--- config.mk ---
export PLATFORM = sky130hd
export DESIGN_NAME = ascon_fsm
export DESIGN_NICKNAME = d
export VERILOG_FILES = /design/src/rtl/ascon_pack.sv /design/src/rtl/round_counter.sv /design/src/rtl/ascon_fsm.sv
export SDC_FILE = /design/constraint.sdc
export NUM_CORES = 1
export LEC_CHECK = 0
export CAP_MARGIN = 10
export CORE_UTILIZATION = 34
export DETAILED_ROUTE_END_ITERATION = 8
export PLACE_DENSITY_LB_ADDON = 0.05
export SYNTH_ARGS = -nofsm -noshare
export SYNTH_HDL_FRONTEND = slang
export SYNTH_SLANG_ARGS = --single-unit
--- constraint.sdc ---
create_clock -name clock_i -period 2.4 [get_ports clock_i]
set_input_delay 0.36 -clock clock_i [delete_from_list [all_inputs] [get_ports clock_i]]
set_output_delay 0.36 -clock clock_i [all_outputs]
set_load 0.02 [all_outputs]
--- src/rtl/ascon_pack.sv ---
// rtl/ascon_pack.sv - shared state codes, round bounds and round type for the Ascon control FSM
package ascon_pack;

    // Round-constant index carried to the permutation datapath
    typedef logic [3:0] round_t;

    localparam round_t ROUND_FIRST = 4'd0;
    localparam round_t ROUND_MID   = 4'd6;
    localparam round_t ROUND_LAST  = 4'd11;

    // Controller state encoding
    typedef logic [2:0] state_t;

    localparam state_t ST_IDLE    = 3'd0;
    localparam state_t ST_INIT    = 3'd1;
    localparam state_t ST_WAIT_AD = 3'd2;
    localparam state_t ST_AD      = 3'd3;
    localparam state_t ST_WAIT_PT = 3'd4;
    localparam state_t ST_PT      = 3'd5;
    localparam state_t ST_FINAL   = 3'd6;
    localparam state_t ST_DONE    = 3'd7;

    // True for states in which the permutation is clocked
    function automatic logic is_compute(input state_t s);
        return (s == ST_INIT) || (s == ST_AD) || (s == ST_PT) || (s == ST_FINAL);
    endfunction

endpackage

--- src/rtl/round_counter.sv ---
// rtl/round_counter.sv - permutation round counter with load-0/load-6/increment and last-round flag
module round_counter
    import ascon_pack::*;
(
    input  logic   clock,
    input  logic   reset,
    input  logic   load_zero,
    input  logic   load_mid,
    input  logic   inc,
    output round_t round,
    output logic   last
);

    round_t count;

    // Loads take priority over increment; the controller never increments past the last round
    always_ff @(posedge clock) begin
        if (reset) begin
            count <= ROUND_FIRST;
        end else if (load_zero) begin
            count <= ROUND_FIRST;
        end else if (load_mid) begin
            count <= ROUND_MID;
        end else if (inc) begin
            count <= count + 4'd1;
        end
    end

    assign round = count;
    assign last  = (count == ROUND_LAST);

endmodule

--- src/rtl/ascon_fsm.sv ---
// rtl/ascon_fsm.sv - Ascon encryption controller; ASCON_AD_EN enables the associated-data phase
module ascon_fsm
    import ascon_pack::*;
(
    input  logic       clock_i,
    input  logic       reset_i,
    input  logic       start_i,
    input  logic       data_valid_i,
    input  logic       last_block_i,
    output logic [3:0] round_o,
    output logic       init_state_o,
    output logic       en_xor_data_o,
    output logic       en_xor_key_begin_o,
    output logic       en_xor_key_o,
    output logic       en_xor_lsb_o,
    output logic       en_reg_state_o,
    output logic       data_ack_o,
    output logic       cipher_valid_o,
    output logic       tag_valid_o,
    output logic       end_o
);

    state_t state;
    state_t state_next;
    round_t round;
    logic   round_last;
    logic   round_first;
    logic   round_mid;
    logic   load_zero;
    logic   load_mid;
    logic   inc;
    logic   computing;

    round_counter u_round_counter (
        .clock     (clock_i),
        .reset     (reset_i),
        .load_zero (load_zero),
        .load_mid  (load_mid),
        .inc       (inc),
        .round     (round),
        .last      (round_last)
    );

    assign round_first = (round == ROUND_FIRST);
    assign round_mid   = (round == ROUND_MID);
    assign computing   = is_compute(state);

    // State register; reset wins over any pending start
    always_ff @(posedge clock_i) begin
        if (reset_i) begin
            state <= ST_IDLE;
        end else begin
            state <= state_next;
        end
    end

    // Next state and round-counter control; counter returns to 0 whenever a permutation ends
    always_comb begin
        state_next = state;
        load_zero  = 1'b0;
        load_mid   = 1'b0;
        inc        = 1'b0;
        case (state)
            ST_IDLE: begin
                if (start_i) begin
                    state_next = ST_INIT;
                    load_zero  = 1'b1;
                end
            end
            ST_INIT: begin
                if (round_last) begin
`ifdef ASCON_AD_EN
                    state_next = ST_WAIT_AD;
`else
                    state_next = ST_WAIT_PT;
`endif
                    load_zero  = 1'b1;
                end else begin
                    inc = 1'b1;
                end
            end
`ifdef ASCON_AD_EN
            ST_WAIT_AD: begin
                if (data_valid_i) begin
                    state_next = ST_AD;
                    load_mid   = 1'b1;
                end
            end
            ST_AD: begin
                if (round_last) begin
                    state_next = ST_WAIT_PT;
                    load_zero  = 1'b1;
                end else begin
                    inc = 1'b1;
                end
            end
`endif
            ST_WAIT_PT: begin
                if (data_valid_i) begin
                    if (last_block_i) begin
                        state_next = ST_FINAL;
                        load_zero  = 1'b1;
                    end else begin
                        state_next = ST_PT;
                        load_mid   = 1'b1;
                    end
                end
            end
            ST_PT: begin
                if (round_last) begin
                    state_next = ST_WAIT_PT;
                    load_zero  = 1'b1;
                end else begin
                    inc = 1'b1;
                end
            end
            ST_FINAL: begin
                if (round_last) begin
                    state_next = ST_DONE;
                    load_zero  = 1'b1;
                end else begin
                    inc = 1'b1;
                end
            end
            ST_DONE: begin
                if (start_i) begin
                    state_next = ST_INIT;
                    load_zero  = 1'b1;
                end
            end
            default: begin
                state_next = ST_IDLE;
                load_zero  = 1'b1;
            end
        endcase
    end

    // Datapath strobes decoded from state and round; acceptance strobes follow the host handshake
    always_comb begin
        round_o            = computing ? round : ROUND_FIRST;
        init_state_o       = (state == ST_INIT) && round_first;
        en_xor_key_begin_o = (state == ST_FINAL) && round_first;
        en_xor_key_o       = ((state == ST_INIT) || (state == ST_FINAL)) && round_last;
        tag_valid_o        = (state == ST_FINAL) && round_last;
        en_reg_state_o     = computing;
        end_o              = (state == ST_DONE);
`ifdef ASCON_AD_EN
        en_xor_data_o      = (((state == ST_AD) || (state == ST_PT)) && round_mid)
                           || ((state == ST_FINAL) && round_first);
        en_xor_lsb_o       = (state == ST_AD) && round_last;
        data_ack_o         = ((state == ST_WAIT_AD) || (state == ST_WAIT_PT)) && data_valid_i;
`else
        en_xor_data_o      = ((state == ST_PT) && round_mid)
                           || ((state == ST_FINAL) && round_first);
        en_xor_lsb_o       = (state == ST_INIT) && round_last;
        data_ack_o         = (state == ST_WAIT_PT) && data_valid_i;
`endif
        cipher_valid_o     = ((state == ST_PT) && round_mid)
                           || ((state == ST_WAIT_PT) && data_valid_i && last_block_i);
    end

endmodule
==> impl_metrics.env <==
export IMPL_vdd_ir_drop_max_mv=0.491
export IMPL_worst_clock_skew_ns=0.00321
export IMPL_synthDistinctLibCells=36
export IMPL_routed_wire_length_per_instance_um=12.6
export IMPL_globalplace_congestion=0.830
export IMPL_grt_overflow_total=0
export IMPL_rows=14
export IMPL_post_dp_hpwl_um=1230
export IMPL_cts_buffers_inserted=3
export IMPL_clk_pin_slew_worst_paths_ns=0.06
export IMPL_asyncSetResetFlopFracSynth=0
export IMPL_synth_warning_count=0
export IMPL_synth_compound_gate_area_share=0.234
export IMPL_synth_xor_area_share=0.0144
export IMPL_postRouteAntennaNets=0
export IMPL_criticalPathCategory="input pin to output pin"
export IMPL_rsz0062_at_grt="false"
export IMPL_status="finished, final reports clean"
export IMPL_synthCells=81
export IMPL_die_height_um=44.3
export IMPL_detail_route_vias_per_cell=5.26
export IMPL_synth_mux_area_fraction=0.0329
export IMPL_synth_ff_latch_count=7
export IMPL_detailedPlace_worstSlack_ns=0.0135
export IMPL_finalWorstSetupSlack_ns=0.108
export IMPL_layout_drive_gt1_share=0.189
export IMPL_share_of_synthesized_cell_area_in_and_or_nand_and_nor_gates=0.343
export IMPL_clkLatencyLatePin_ns=0.26
export IMPL_critical_path_peak_fanout=2
export IMPL_final_max_slew_violation_count=0
export IMPL_total_leakage_power_nw=0.392
export IMPL_diode_insertion_count_for_antenna_repair=0
export IMPL_grt_util_all_layers=0.182
export IMPL_clock_tree_from_tritoncts="built"
export IMPL_floorplan_die_area_um2=1970
export IMPL_synth_ff_type="sky130_fd_sc_hd__dfxtp_1"
export IMPL_root_buffer="sky130_fd_sc_hd__clkbuf_4"
export IMPL_critPathArrivalTime_ns=1.93
export IMPL_hold_viol=0
export IMPL_finalInstanceArea_um2=897
export IMPL_synth_top_family_by_area="simple AND/OR/NAND/NOR gates"
export IMPL_placement_io_buffers=18
export IMPL_total_nets_after_synthesis=89
export IMPL_post_synthesis_cell_area_um2=609
export IMPL_initial_core_util=0.382
export IMPL_antenna_violations_before_repair=0
export IMPL_critPathLaunchType="input pin"
export IMPL_synth_adder_area_share=0.0616
export IMPL_max_cap_viol_count=0
export IMPL_rrSetupSlack_ns=0.80
export IMPL_ports=19
export IMPL_ctsHtreeMaxLevel=1
export IMPL_drt_wl_total_um=1640
export IMPL_placed_cell_area_um2=847
export IMPL_ys_seq_area_frac=0.230
export IMPL_timing_critical_path_required_ns=2.04
export IMPL_vias_in_the_first_global_route=590
export IMPL_grt_max_degree=12
export IMPL_synthToLayoutAreaGrowth_pct=47.2
export IMPL_layout_nets=115
export IMPL_drtIter0Drc=11
export IMPL_min_period_over_period=0.955
export IMPL_core_region_area_um2=1590
export IMPL_timing_final_crit_period_ns=2.29
export IMPL_place_inst=126
export IMPL_max_freq_mhz=436
export IMPL_filler_free_cell_count_of_the_finished_design=130
export IMPL_cts_post_setup_buffers_inserted=0
export IMPL_cts_sinks=7
export IMPL_clock_tree_buffer_depth=2
export IMPL_post_synth_cell_area_avg_um2=7.52
export IMPL_synth_enable_flop_cells=0
export IMPL_setup_viol=0
export IMPL_wire_length_of_the_first_global_routing_pass_um=2570
export IMPL_detail_route_first_pass_iterations=4
export IMPL_power_per_cell_area_nw_per_um2=915
export IMPL_timing_max_slew_rel_slack=0.716
export IMPL_layout_filler_cells=155
export IMPL_worst_hold_path_type="register to register"
export IMPL_totalNegativeSetupSlack_ns=0
export IMPL_floorplan_die_width_um=44.3
export IMPL_max_slew_worst_pin_slew_ns=0.422
export IMPL_postLayoutCoreUtil=0.563
export IMPL_route_vias_total=684
export IMPL_drc=0
export IMPL_type_of_destination_of_the_critical_path="output pin"
==> synthesized netlist by cell type, types with 2 or more instances <==
cell type,count,area (um2)
sky130_fd_sc_hd__nor2_1,9,33.8
sky130_fd_sc_hd__inv_1,6,22.5
sky130_fd_sc_hd__ha_1,3,37.5
sky130_fd_sc_hd__and3b_1,2,17.5
sky130_fd_sc_hd__nand3b_1,2,15.0
sky130_fd_sc_hd__nor2b_1,3,18.8
sky130_fd_sc_hd__buf_2,2,10.0
sky130_fd_sc_hd__a221oi_1,3,26.3
sky130_fd_sc_hd__nor3_1,4,20.0
sky130_fd_sc_hd__dfxtp_1,7,140
sky130_fd_sc_hd__o21ai_0,6,30.0
sky130_fd_sc_hd__a31oi_1,2,12.5
sky130_fd_sc_hd__nand2_1,7,26.3
sky130_fd_sc_hd__a21oi_1,2,10.0
sky130_fd_sc_hd__mux2i_1,2,20.0
==> repair_timing <==
item                                    in CTS  in global routing
hold buffers                                 0                  0
endpoints found under the setup margin       1                  9
gates resized for setup                      1                  5
pin swaps                                    0                  0
==> layer usage <==
metal	share of wire	track usage
met5	0	0
met1	0.48	0.246
met2	0.45	0.282
met3	0.052	0.0122
met4	0.024	0.109
==> worst paths after layout <==
kind,end,start,depth (start not counted)
worst min register to register,state[2],state[2],2
worst min-delay path,state[2],state[2],2
worst max-delay path,data_ack_o,data_valid_i,4
worst max register to register,state[1],state[1],5
==> through the flow <==
step / total power, mW / hold WS [ns]
finish: 0.821 / 0.537
global route: 0.887 / 0.584
CTS: 0.806 / 0.525
detailed placement: 0.687 / 0.503
global placement: 0.682 / 0.503
floorplan: 0.523 / 0.429
==> final cells by class <==
type	count	area [um2]	area share
clock inverter	1	5.00	0.00558
multi-input combinational	63	437	0.487
sequential	7	140	0.156
clock buffer	3	22.5	0.0251
inverter	7	26.3	0.0293
timing repair buffer	25	236	0.264
tap	24	30.0	0.0335
==> critical path: stages <==
cell and delay [ns]:
sky130_fd_sc_hd__clkdlybuf4s50_1 0.47, sky130_fd_sc_hd__nor4bb_2 0.34, sky130_fd_sc_hd__buf_4 0.17, sky130_fd_sc_hd__clkdlybuf4s50_1 0.59
==> cell families (layout without fill, tap and decap cells) <==
group,count (synthesis),count (layout)
AO/OA/AOI/OAI,19,19
XOR/XNOR,1,1
adder cells (fa/ha/maj),3,3
buffers and inverters,11,36
flip-flops,7,7
multiplexers,2,2
AND/OR/NAND/NOR,38,38
==> power breakdown <==
| group | total, mW | internal, mW | switching, mW | leakage, nW |
|---|---|---|---|---|
| registers | 0.176 | 0.149 | 0.0268 | 0.0572 |
| logic | 0.532 | 0.229 | 0.304 | 0.317 |
| clock network | 0.112 | 0.0613 | 0.0512 | 0.0177 |
==> state kept, by name, summed over array words and instances (netlist names) <==
register and flops:
state 3, u_round_counter.round 4
==> cell usage in the layout, fill, tap and decap left out, drive strengths merged, types with 2 or more instances in the layout <==
cell,instances
and3b,2
clkbuf,3
inv,7
a31oi,2
mux2i,2
dfxtp,7
a311oi,2
clkdlybuf4s50,15
nor3,4
a221oi,3
dlymetal6s2s,2
o21ai,7
nand2,7
nor2b,3
ha,3
nor2,9
a21oi,3
buf,7
nand3b,2
Note: power is estimated with default switching activity, not from simulation.
